$ cat config.mk
export PLATFORM = sky130hd
export DESIGN_NAME = id_ex_stage
export DESIGN_NICKNAME = d
export VERILOG_FILES = /design/src/rtl/id_ex_stage.sv
export SDC_FILE = /design/constraint.sdc
export NUM_CORES = 1
export LEC_CHECK = 0
export CAP_MARGIN = 0
export CELL_PAD_IN_SITES_DETAIL_PLACEMENT = 0
export CELL_PAD_IN_SITES_GLOBAL_PLACEMENT = 1
export CORE_AREA = 2 2 140 142
export DETAILED_ROUTE_END_ITERATION = 16
export DIE_AREA = 0 0 142 144
export DONT_BUFFER_PORTS = 1
export PLACE_DENSITY = 0.56
export SLEW_MARGIN = 5
export SYNTH_ARGS = -nofsm -noshare
export SYNTH_HDL_FRONTEND = slang
export SYNTH_SLANG_ARGS = --single-unit
$ cat constraint.sdc
create_clock -name clk -period 4.91 [get_ports clk]
set_input_delay 0.491 -clock clk [delete_from_list [all_inputs] [get_ports clk]]
set_output_delay 0.491 -clock clk [all_outputs]
set_load 0.1 [all_outputs]
$ cat src/rtl/id_ex_stage.sv
// ID/EX pipeline register with load-use hazard detection, bubble insertion
// and a saturating stall counter for performance monitoring.
module id_ex_stage #(
    parameter int CNT_W = 16
) (
    input  logic             clk,
    input  logic             rst,
    input  logic [7:0]       ControlUnitOut,
    input  logic             Branch,
    input  logic             Jump,
    input  logic [5:0]       Opcode,
    input  logic [4:0]       id_rs,
    input  logic [4:0]       id_rt,
    input  logic [4:0]       id_rd,
    input  logic [4:0]       id_shamt,
    input  logic [5:0]       id_funct,
    input  logic [31:0]      id_rd1,
    input  logic [31:0]      id_rd2,
    input  logic [31:0]      id_imm,
    input  logic [31:0]      id_pc4,
    input  logic             flush,
    output logic [7:0]       ex_ctrl,
    output logic             ex_branch,
    output logic             ex_jump,
    output logic [4:0]       ex_rs,
    output logic [4:0]       ex_rt,
    output logic [4:0]       ex_rd,
    output logic [4:0]       ex_shamt,
    output logic [5:0]       ex_funct,
    output logic [31:0]      ex_rd1,
    output logic [31:0]      ex_rd2,
    output logic [31:0]      ex_imm,
    output logic [31:0]      ex_pc4,
    output logic             pc_write,
    output logic             ifid_write,
    output logic [CNT_W-1:0] stall_count
);

    localparam logic [5:0] OP_RTYPE = 6'd0;
    localparam logic [5:0] OP_SW    = 6'd43;
    localparam logic [5:0] OP_BEQ   = 6'd4;

    logic [7:0]       ctrl_q, ctrl_d;
    logic             branch_q, branch_d;
    logic             jump_q, jump_d;
    logic [4:0]       rs_q, rs_d;
    logic [4:0]       rt_q, rt_d;
    logic [4:0]       rd_q, rd_d;
    logic [4:0]       shamt_q, shamt_d;
    logic [5:0]       funct_q, funct_d;
    logic [31:0]      rd1_q, rd1_d;
    logic [31:0]      rd2_q, rd2_d;
    logic [31:0]      imm_q, imm_d;
    logic [31:0]      pc4_q, pc4_d;
    logic [CNT_W-1:0] stall_q, stall_d;

    logic uses_rt;
    logic hazard;
    logic bubble;

    always_comb begin
        uses_rt = 1'b0;
        case (Opcode)
            OP_RTYPE, OP_SW, OP_BEQ: uses_rt = 1'b1;
            default:                 uses_rt = 1'b0;
        endcase
    end

    // $zero is never written, so a load targeting r0 cannot create a dependency.
    always_comb begin
        hazard = ctrl_q[3] && (rt_q != 5'd0) &&
                 ((rt_q == id_rs) || (uses_rt && (rt_q == id_rt)));
    end

    assign bubble     = flush | hazard;
    assign pc_write   = flush | ~hazard;
    assign ifid_write = flush | ~hazard;

    always_comb begin
        ctrl_d   = ControlUnitOut;
        branch_d = Branch;
        jump_d   = Jump;
        rs_d     = id_rs;
        rt_d     = id_rt;
        rd_d     = id_rd;
        shamt_d  = id_shamt;
        funct_d  = id_funct;
        rd1_d    = id_rd1;
        rd2_d    = id_rd2;
        imm_d    = id_imm;
        pc4_d    = id_pc4;
        stall_d  = stall_q;
        if (bubble) begin
            ctrl_d   = 8'd0;
            branch_d = 1'b0;
            jump_d   = 1'b0;
        end
        // A flushed cycle is not a stall even if a hazard was also present.
        if (hazard && !flush && (stall_q != {CNT_W{1'b1}})) begin
            stall_d = stall_q + {{(CNT_W-1){1'b0}}, 1'b1};
        end
    end

    always_ff @(posedge clk) begin
        if (rst) begin
            ctrl_q   <= 8'd0;
            branch_q <= 1'b0;
            jump_q   <= 1'b0;
            rs_q     <= 5'd0;
            rt_q     <= 5'd0;
            rd_q     <= 5'd0;
            shamt_q  <= 5'd0;
            funct_q  <= 6'd0;
            rd1_q    <= 32'd0;
            rd2_q    <= 32'd0;
            imm_q    <= 32'd0;
            pc4_q    <= 32'd0;
            stall_q  <= '0;
        end else begin
            ctrl_q   <= ctrl_d;
            branch_q <= branch_d;
            jump_q   <= jump_d;
            rs_q     <= rs_d;
            rt_q     <= rt_d;
            rd_q     <= rd_d;
            shamt_q  <= shamt_d;
            funct_q  <= funct_d;
            rd1_q    <= rd1_d;
            rd2_q    <= rd2_d;
            imm_q    <= imm_d;
            pc4_q    <= pc4_d;
            stall_q  <= stall_d;
        end
    end

    assign ex_ctrl     = ctrl_q;
    assign ex_branch   = branch_q;
    assign ex_jump     = jump_q;
    assign ex_rs       = rs_q;
    assign ex_rt       = rt_q;
    assign ex_rd       = rd_q;
    assign ex_shamt    = shamt_q;
    assign ex_funct    = funct_q;
    assign ex_rd1      = rd1_q;
    assign ex_rd2      = rd2_q;
    assign ex_imm      = imm_q;
    assign ex_pc4      = pc4_q;
    assign stall_count = stall_q;

endmodule

==> impl_summary.md, run 1 <==
Synthesis
The count of distinct cell types in the synthesized netlist is 40. Of the total synthesized cell area, the portion taken by AND, OR, NAND and NOR gates is 0.256. The mean instance size in the synthesized netlist is 11.4 um2. The adder and majority cell fraction of the synthesized area is 0.00230.

The xor and xnor fraction of the mapped netlist area is 0.0161. The cell area that synthesis handed to floorplanning was 5440 um2. In the post-synthesis netlist, the biggest area contributors are sky130_fd_sc_hd__dfxtp_1, sky130_fd_sc_hd__nor2b_1, sky130_fd_sc_hd__xnor2_1.

During synthesis, Yosys emitted a total of 0 warnings. Of all cell types, the one taking the most synthesized area is sky130_fd_sc_hd__dfxtp_1. For this run, the register share of the synthesized area comes to 0.663. The share of the synthesized area in compound gates (AO/OA/AOI/OAI) is 0.0338. The area share of the leading cell type in the synthesized netlist is 0.663. The number of enable-type register cells in the synthesized netlist is 0.

Among all flip-flop cells after synthesis, the most frequent one is sky130_fd_sc_hd__dfxtp_1. The cell count after synthesis came out at 478. The post-synthesis net count is 652. The share of cell area taken by muxes after synthesis is 0.00622. The combinational family with the most area after synthesis is simple AND/OR/NAND/NOR gates.

In the synthesized netlist the async set-or-reset flop fraction comes to 0. After synthesis the netlist holds a flip-flop and latch count of 180.

Setup path
In this run the register-to-register setup slack is 1.72 ns. The worst setup path is of the register to output pin kind. By instance count, the cell type seen most on the critical path is sky130_fd_sc_hd__nor3_1. STA classifies the critical path endpoint as an output pin. The data required time at the worst endpoint is 4.42 ns. The maximum fanout encountered on the critical timing path is 21. The dominant delay contributor by cell family on the critical path is buffers and inverters. For this run, the slowest stage of the critical path takes 0.89 ns. Traced cell by cell, the critical path runs through buf_4, nor3_1, a211o_1, nor3_1, or2_1, inv_2. The cell with the largest stage delay on the worst path is sky130_fd_sc_hd__inv_2. STA puts the critical path data arrival time at 2.77 ns.

The number of buffer and inverter stages on the critical path is 2. The worst setup path is launched from a register.

Global routing
The first-pass GRT wire length is 18600 um. For this run the aggregate overflow at the end of global routing stands at 0. Entering global routing, the biggest net connects 178 pins.

The via count of the first global-routing pass is 3290. For this run, the total global-route usage over all layers was measured as 0.124. The initial antenna violation count is 4.

Route
The number of design-rule violations left by the first detailed-router iteration is 81. The detail route stage leaves a number of antenna-violating nets equal to 0. The detailed-route DRC error count is 0.

After detailed routing, the average wire length per cell comes to 18.3 um. The post-detailed-routing wire length is 13500 um. The final route contains 3273 vias. Using the TritonRoute via totals, the vias-per-cell ratio works out to 4.45. The number of iterations in the first detailed-routing pass is 4.

Placement
Detailed placement finished with a half-perimeter wire length of 10200 um. The count of buffers inserted at the top-level ports is 0. The congestion estimate from routability-driven global placement came to 0.720.

STA
Setup violations remaining at the end of the flow were counted as 0. Measured against its own limit, the worst slew margin works out to 0.222. The number of pins with negative max-slew slack in the final report was 0. In the finished design, the share of the clock period the worst path needs comes to 0.664. The maximum achievable frequency is 307 MHz. For the finished layout, the period the worst path requires is 3.26 ns. Hold timing on the final database bottoms out at a slack of 0.165 ns. The total count of hold-check failures in the final report is 0.

The clock arrives with 0.0131 ns of skew. Setup repair after global routing left no endpoint under its margin. The slew of the pin with the lowest slew margin is 1.17 ns. For the final routed database, the setup TNS stands at 0 ns.

Floorplanning
The die height is 144 um. The boundary pin count is 355. The standard-cell row count is 51. The starting density of the core is 0.285. The placeable core region is 19100 um2. The horizontal die dimension is 142 um. The floorplan step defined a die boundary enclosing 20400 um2.

Power
Of the total power, the share spent switching nets is 0.344. Summed over all nets, the switching power comes to 0.00118 W. The peak ir drop on the vdd network is 0.196 mV. The total power density per cell area is 547 nW/um2. Summing internal, switching and leakage power gives 0.00343 W. The design internal power is 0.00225 W. The leakage power total is 2.36 nW.

The logic gate share of total power is 0.026. Of the total power, registers draw 0.601. Of the total power, the clock network draws 0.372.

Hold path
The worst min-delay path category is input port to register.

CTS
The clock transition at the registers of the reported paths is 0.08 ns. In this run, post-CTS hold repair placed 0 buffers. Post-CTS timing repair inserted 0 buffers for setup. At the later pin of the worst-skew pair, clock insertion delay measures 0.42 ns. The quantity of gates resized following cts is 0.

TritonCTS built the clock tree. Clock tree synthesis found a total of 180 sinks. The number of buffers between clock root and the deepest sink is 2.

The H-tree depth is 4. CTS placed an instance of sky130_fd_sc_hd__clkbuf_16 at the clock tree root. The total clock buffers created by CTS is 17.

Run status
The flow ran to the end, and the final reports show no timing, DRC or antenna violations.

Flow run
Across the run, the number of max-cap violations was 0.

Cells and area
The final-stage net count is 657. The area growth from synthesis to layout is 15.3%. The share of final-layout standard cells stronger than drive strength 1 is 0.101.
## cell usage in the layout, fill, tap and decap left out, types with 8 or more instances in the layout
cell type	netlist	final
sky130_fd_sc_hd__and2_1	12	12
sky130_fd_sc_hd__o21ai_0	8	8
sky130_fd_sc_hd__nor2b_1	157	157
sky130_fd_sc_hd__dfxtp_1	180	180
sky130_fd_sc_hd__nand2_1	8	8
sky130_fd_sc_hd__clkbuf_16	0	17
sky130_fd_sc_hd__xnor2_1	9	9
sky130_fd_sc_hd__nor2_1	10	10
sky130_fd_sc_hd__a21oi_1	9	9
sky130_fd_sc_hd__buf_4	1	9
## worst reg2reg max path, stage by stage (launching register included)
cell	delay, ns
sky130_fd_sc_hd__dfxtp_1	0.31
sky130_fd_sc_hd__buf_4	0.31
sky130_fd_sc_hd__nor3_1	0.13
sky130_fd_sc_hd__a211o_1	0.32
sky130_fd_sc_hd__nor4bb_1	0.29
sky130_fd_sc_hd__or2_1	0.37
sky130_fd_sc_hd__inv_2	0.54
sky130_fd_sc_hd__or4_1	0.68
sky130_fd_sc_hd__a21oi_1	0.15
## through the flow
step / utilization / area [um2] / std cells / setup slack (ns)
after detailed placement: 0.299 / 5700 / 702 / 1.71
final: 0.328 / 6270 / 736 / 1.65
after global routing: 0.328 / 6260 / 734 / 1.45
after floorplan: - / 5440 / 478 / 1.05
after CTS: 0.328 / 6260 / 734 / 1.61
after global placement: 0.299 / 5700 / 702 / 1.86
## flip-flops by register name (all words and copies together), names as in the netlist
register     cells
ex_branch        1
ex_ctrl          8
ex_funct         6
ex_imm          32
ex_jump          1
ex_pc4          32
ex_rd            5
ex_rd1          32
ex_rd2          32
ex_rs            5
ex_rt            5
ex_shamt         5
stall_count     16
## final timing paths
path	startpoint	endpoint	cells past startpoint
min	rst	ex_rd1[28]	1
min reg2reg	stall_count[1]	stall_count[1]	3
max	ex_rt[0]	pc_write	6
max reg2reg	ex_rt[0]	stall_count[15]	8
## kinds of logic (layout without fill, tap and decap cells)
| kind of cell | after synthesis | count (layout) |
|---|---|---|
| adder cells (fa/ha/maj) | 1 | 1 |
| AND/OR/NAND/NOR | 228 | 228 |
| AO/OA/AOI/OAI | 29 | 29 |
| flip-flops | 180 | 180 |
| buffers and inverters | 27 | 45 |
| XOR/XNOR | 10 | 10 |
| multiplexers | 3 | 3 |
| other | 0 | 2 |
## power by group through the flow
stage | Sequential [W] | Clock [W] | Combinational, W
finish | 0.00206 | 0.00128 | 0.0000897
global route | 0.00207 | 0.00140 | 0.0000991
CTS | 0.00206 | 0.00132 | 0.0000921
detailed placement | 0.00210 | 0 | 0.0000928
global placement | 0.00210 | 0 | 0.0000888
floorplan | 0.00210 | 0 | 0.0000743
## layout make-up
class | count | area (um2)
flip-flops and latches | 180 | 3600
fillers | 1908 | 12800
inverters | 4 | 15.0
well taps | 238 | 298
multi-input cells | 271 | 1710
repair buffers | 9 | 67.6
clock buffers | 17 | 425
diodes | 2 | 5.00
clock inverters | 15 | 141
## cells in the mapped netlist, drive strengths merged, types with 3 or more instances
master / number
nor2: 10
clkbuf: 20
or2: 3
nor3: 4
xnor2: 9
or3: 5
dfxtp: 180
o21ai: 9
mux2: 3
o31ai: 3
and2: 12
and3: 5
or4: 4
buf: 3
nand3: 6
nor2b: 157
a21oi: 9
nand4: 6
inv: 4
nand2: 8
## metal layers
layer  GRT usage  part of all wire  up-vias
li1            -                 -     1546
met1       0.104              0.31     1494
met2       0.232              0.54      221
met3      0.0831              0.13       12
met4      0.0458             0.015        0
met5           0                 0        -
Power figures use the tool's default switching activity.
==> run 2, diff against run 1 <==
--- a/config.mk
+++ b/config.mk
@@ -8,11 +8,11 @@
 export CAP_MARGIN = 0
 export CELL_PAD_IN_SITES_DETAIL_PLACEMENT = 0
 export CELL_PAD_IN_SITES_GLOBAL_PLACEMENT = 1
-export CORE_AREA = 2 2 140 142
+export CORE_AREA = 2 2 136 138
 export DETAILED_ROUTE_END_ITERATION = 16
-export DIE_AREA = 0 0 142 144
+export DIE_AREA = 0 0 138 140
 export DONT_BUFFER_PORTS = 1
-export PLACE_DENSITY = 0.56
+export PLACE_DENSITY = 0.59
 export SLEW_MARGIN = 5
 export SYNTH_ARGS = -nofsm -noshare
 export SYNTH_HDL_FRONTEND = slang
==> constraint.sdc (replaced) <==
create_clock -name clk -period 3.4 [get_ports clk]
set_input_delay 0.34 -clock clk [delete_from_list [all_inputs] [get_ports clk]]
set_output_delay 0.34 -clock clk [all_outputs]
set_load 0.1 [all_outputs]
==> run 2 against run 1 <==
Compared with the run above: sequential power up 45%; via count up 2.7%; first-iteration DRC count up 96%; die area down 5.5%; sequential cell count unchanged; global-route usage up 2.0 points; largest cell class unchanged.
==> impl_summary.md, run 2 (same netlist as run 1, synthesis figures left out) <==
STA
The slew of the pin with the lowest slew margin is 1.04 ns. Setup repair after global routing left no endpoint under its margin. The number of pins with negative max-slew slack in the final report is 0. The final worst-path cycle share is 0.854.

Based on the critical path, the design can be clocked at up to 344 MHz. The total count of hold-check failures in the final report is 0. The time the final worst path needs with I/O delays and setup is 2.90 ns. The worst pin sits at a relative slew slack of 0.308. Hold timing on the final database bottoms out at a slack of 0.0467 ns.

The accumulated negative setup slack is 0 ns. The setup violation total in the final timing report is 0. Across the routed clock network, the largest skew measured is 0.00648 ns.

Power
The share of total power dissipated in combinational logic is 0.032. Of the total power, the share spent switching nets is 0.331. The power share of the sequential group is 0.598.

The proportion of power drawn by the clock network is 0.370. The analysis attributes to net switching a power of 0.00165 W. The design internal power is 0.00333 W. The peak ir drop on the vdd network is 0.364 mV. In this run the static leakage power is 2.46 nW. The total power density per cell area is 778 nW/um2.

Floorplanning
The boundary pin count is 355. The starting density of the core is 0.306. The floorplan step defined a core boundary enclosing 17800 um2. The floorplan has 49 rows. The die is 140 um tall. The full die area is 19300 um2. The horizontal die dimension is 138 um.

Setup path
The data arrival time of the critical path is 2.56 ns. The register-to-register path setup slack is 0.82 ns. In this run the worst path has a maximum fanout of 17. The worst register-to-register path ends at stall_count[7]. The critical path is of the register to output pin type.

The logic depth of the worst register-to-register path is 9. The startpoint kind of the worst setup timing path is a register. In this run the critical register-to-register path is launched from ex_rt[3].

The endpoint kind of the worst setup timing path is an output pin. The data required time at the worst endpoint is 3.06 ns.

Placement
The count of buffers inserted at the top-level ports is 0. The placer congestion estimate is 0.811. The placed wire-length estimate after detailed placement is 10100 um.

Route
The pre-antenna-repair detailed-routing pass consisted of 4 iterations. The antenna violation net count after detailed routing is 0. After the first detailed-routing iteration, the DRC count stood at 159. The routed via count is 3363. Wires add up to 14300 um.

Dividing the detail-routed wire length by the instance count gives 19.3 um. The routed via count divided by cell count is 4.53. After detailed routing, the number of remaining DRC violations is 0.

Global routing
The initial antenna violation count was 2. The via count of the first global-routing pass is 3492. Entering global routing, the biggest net connects 81 pins. The final global-route overflow total is 0.

The aggregate global-route resource usage is 0.144. The first-pass GRT wire length is 21100 um.

CTS
The clock transition at the registers of the reported paths is 0.07 ns. The total clock buffers created by CTS is 17. CTS placed an instance of sky130_fd_sc_hd__clkbuf_16 at the clock tree root. The number of buffers between clock root and the deepest sink is 2. The H-tree depth is 4.

The post-CTS repair timing setup buffer count is 0. The latest clock arrival within the worst-skew pair is 0.41 ns. The clock drives 180 sinks. Post-CTS repair changed the size of 0 cells.

The CTS tree is yes.

Cells and area
Leaving out fill and tap cells, the most frequent cells in the layout are sky130_fd_sc_hd__dfxtp_1, sky130_fd_sc_hd__nor2b_1, sky130_fd_sc_hd__buf_4, sky130_fd_sc_hd__clkbuf_16, sky130_fd_sc_hd__and2_1. The share of final-layout standard cells stronger than drive strength 1 is 0.121. The final-stage net count is 675. The area added between synthesis and finish is 17.9%. The post-route core utilization is 0.360. Leaving out fill and tap cells, the most frequent cell in the layout is sky130_fd_sc_hd__dfxtp_1. Fill cells in the final layout number 1741.

Flow run
The total of max-cap violations is 0.

Hold path
The worst min-delay path category is input port to register. The number of stages on the worst hold path is 1. The destination of the worst hold path is ex_ctrl[6].

The startpoint identified for the worst hold timing path is ControlUnitOut[6].

Run status
The run finished with clean final reports.
run 2: timing repair:
item                                    4_1_cts  5_1_grt
endpoints found under the setup margin        0        0
hold buffers                                  5        0
endpoints found under the hold margin        10        0
run 2: area by class of cell:
cell class                      instances  area, um2  share of cell area
Inverter                                4       15.0             0.00234
Sequential cell                       180       3600               0.563
Clock buffer                           19        453              0.0707
Clock inverter                         11        101              0.0158
Antenna cell                            1       2.50            0.000391
Tap cell                              229        287              0.0447
Multi-Input combinational cell        271       1710               0.267
Timing Repair Buffer                   27        233              0.0363
run 2: worst max-delay path by stage:
stage             start        endpoint  slack (ns)
2_1_floorplan  ex_rt[0]        pc_write        0.13
3_3_place_gp   ex_rt[1]  stall_count[6]        0.91
3_5_place_dp   ex_rt[2]  stall_count[7]        0.87
4_1_cts        ex_rt[2]      ifid_write        0.47
5_1_grt        ex_rt[2]        pc_write        0.32
6_report       ex_rt[2]      ifid_write        0.50
run 2: power by group through the flow:
stage               clock network, W  logic (W)  registers [W]
CTS                          0.00190   0.000163        0.00298
global placement                   0   0.000129        0.00303
finish                       0.00184   0.000159        0.00298
floorplan                          0   0.000107        0.00303
global route                 0.00199   0.000175        0.00298
detailed placement                 0   0.000134        0.00302
run 2: routing by layer:
metal	track usage	vias to the layer above	share of wire
met4	0.0478	0	0.016
met2	0.259	224	0.52
met5	0	-	0
met1	0.149	1550	0.36
met3	0.0674	14	0.098
li1	-	1575	-
run 2: critical path, stage by stage (launching register included):
cell                      delay, ns
sky130_fd_sc_hd__dfxtp_1       0.37
sky130_fd_sc_hd__buf_4         0.32
sky130_fd_sc_hd__xnor2_1       0.13
sky130_fd_sc_hd__nand2_1       0.10
sky130_fd_sc_hd__nor3_1        0.05
sky130_fd_sc_hd__or2_1         0.36
sky130_fd_sc_hd__inv_2         0.26
sky130_fd_sc_hd__buf_4         0.54
run 2: per-stage QoR:
stage / power (W) / cell area, um2 / std cells / worst slack (ns)
6_report: 0.00498 / 6410 / 742 / 0.497
2_1_floorplan: 0.00314 / 5440 / 478 / 0.129
4_1_cts: 0.00504 / 6400 / 741 / 0.469
3_5_place_dp: 0.00316 / 5780 / 706 / 0.865
3_3_place_gp: 0.00316 / 5780 / 706 / 0.908
5_1_grt: 0.00515 / 6410 / 742 / 0.324
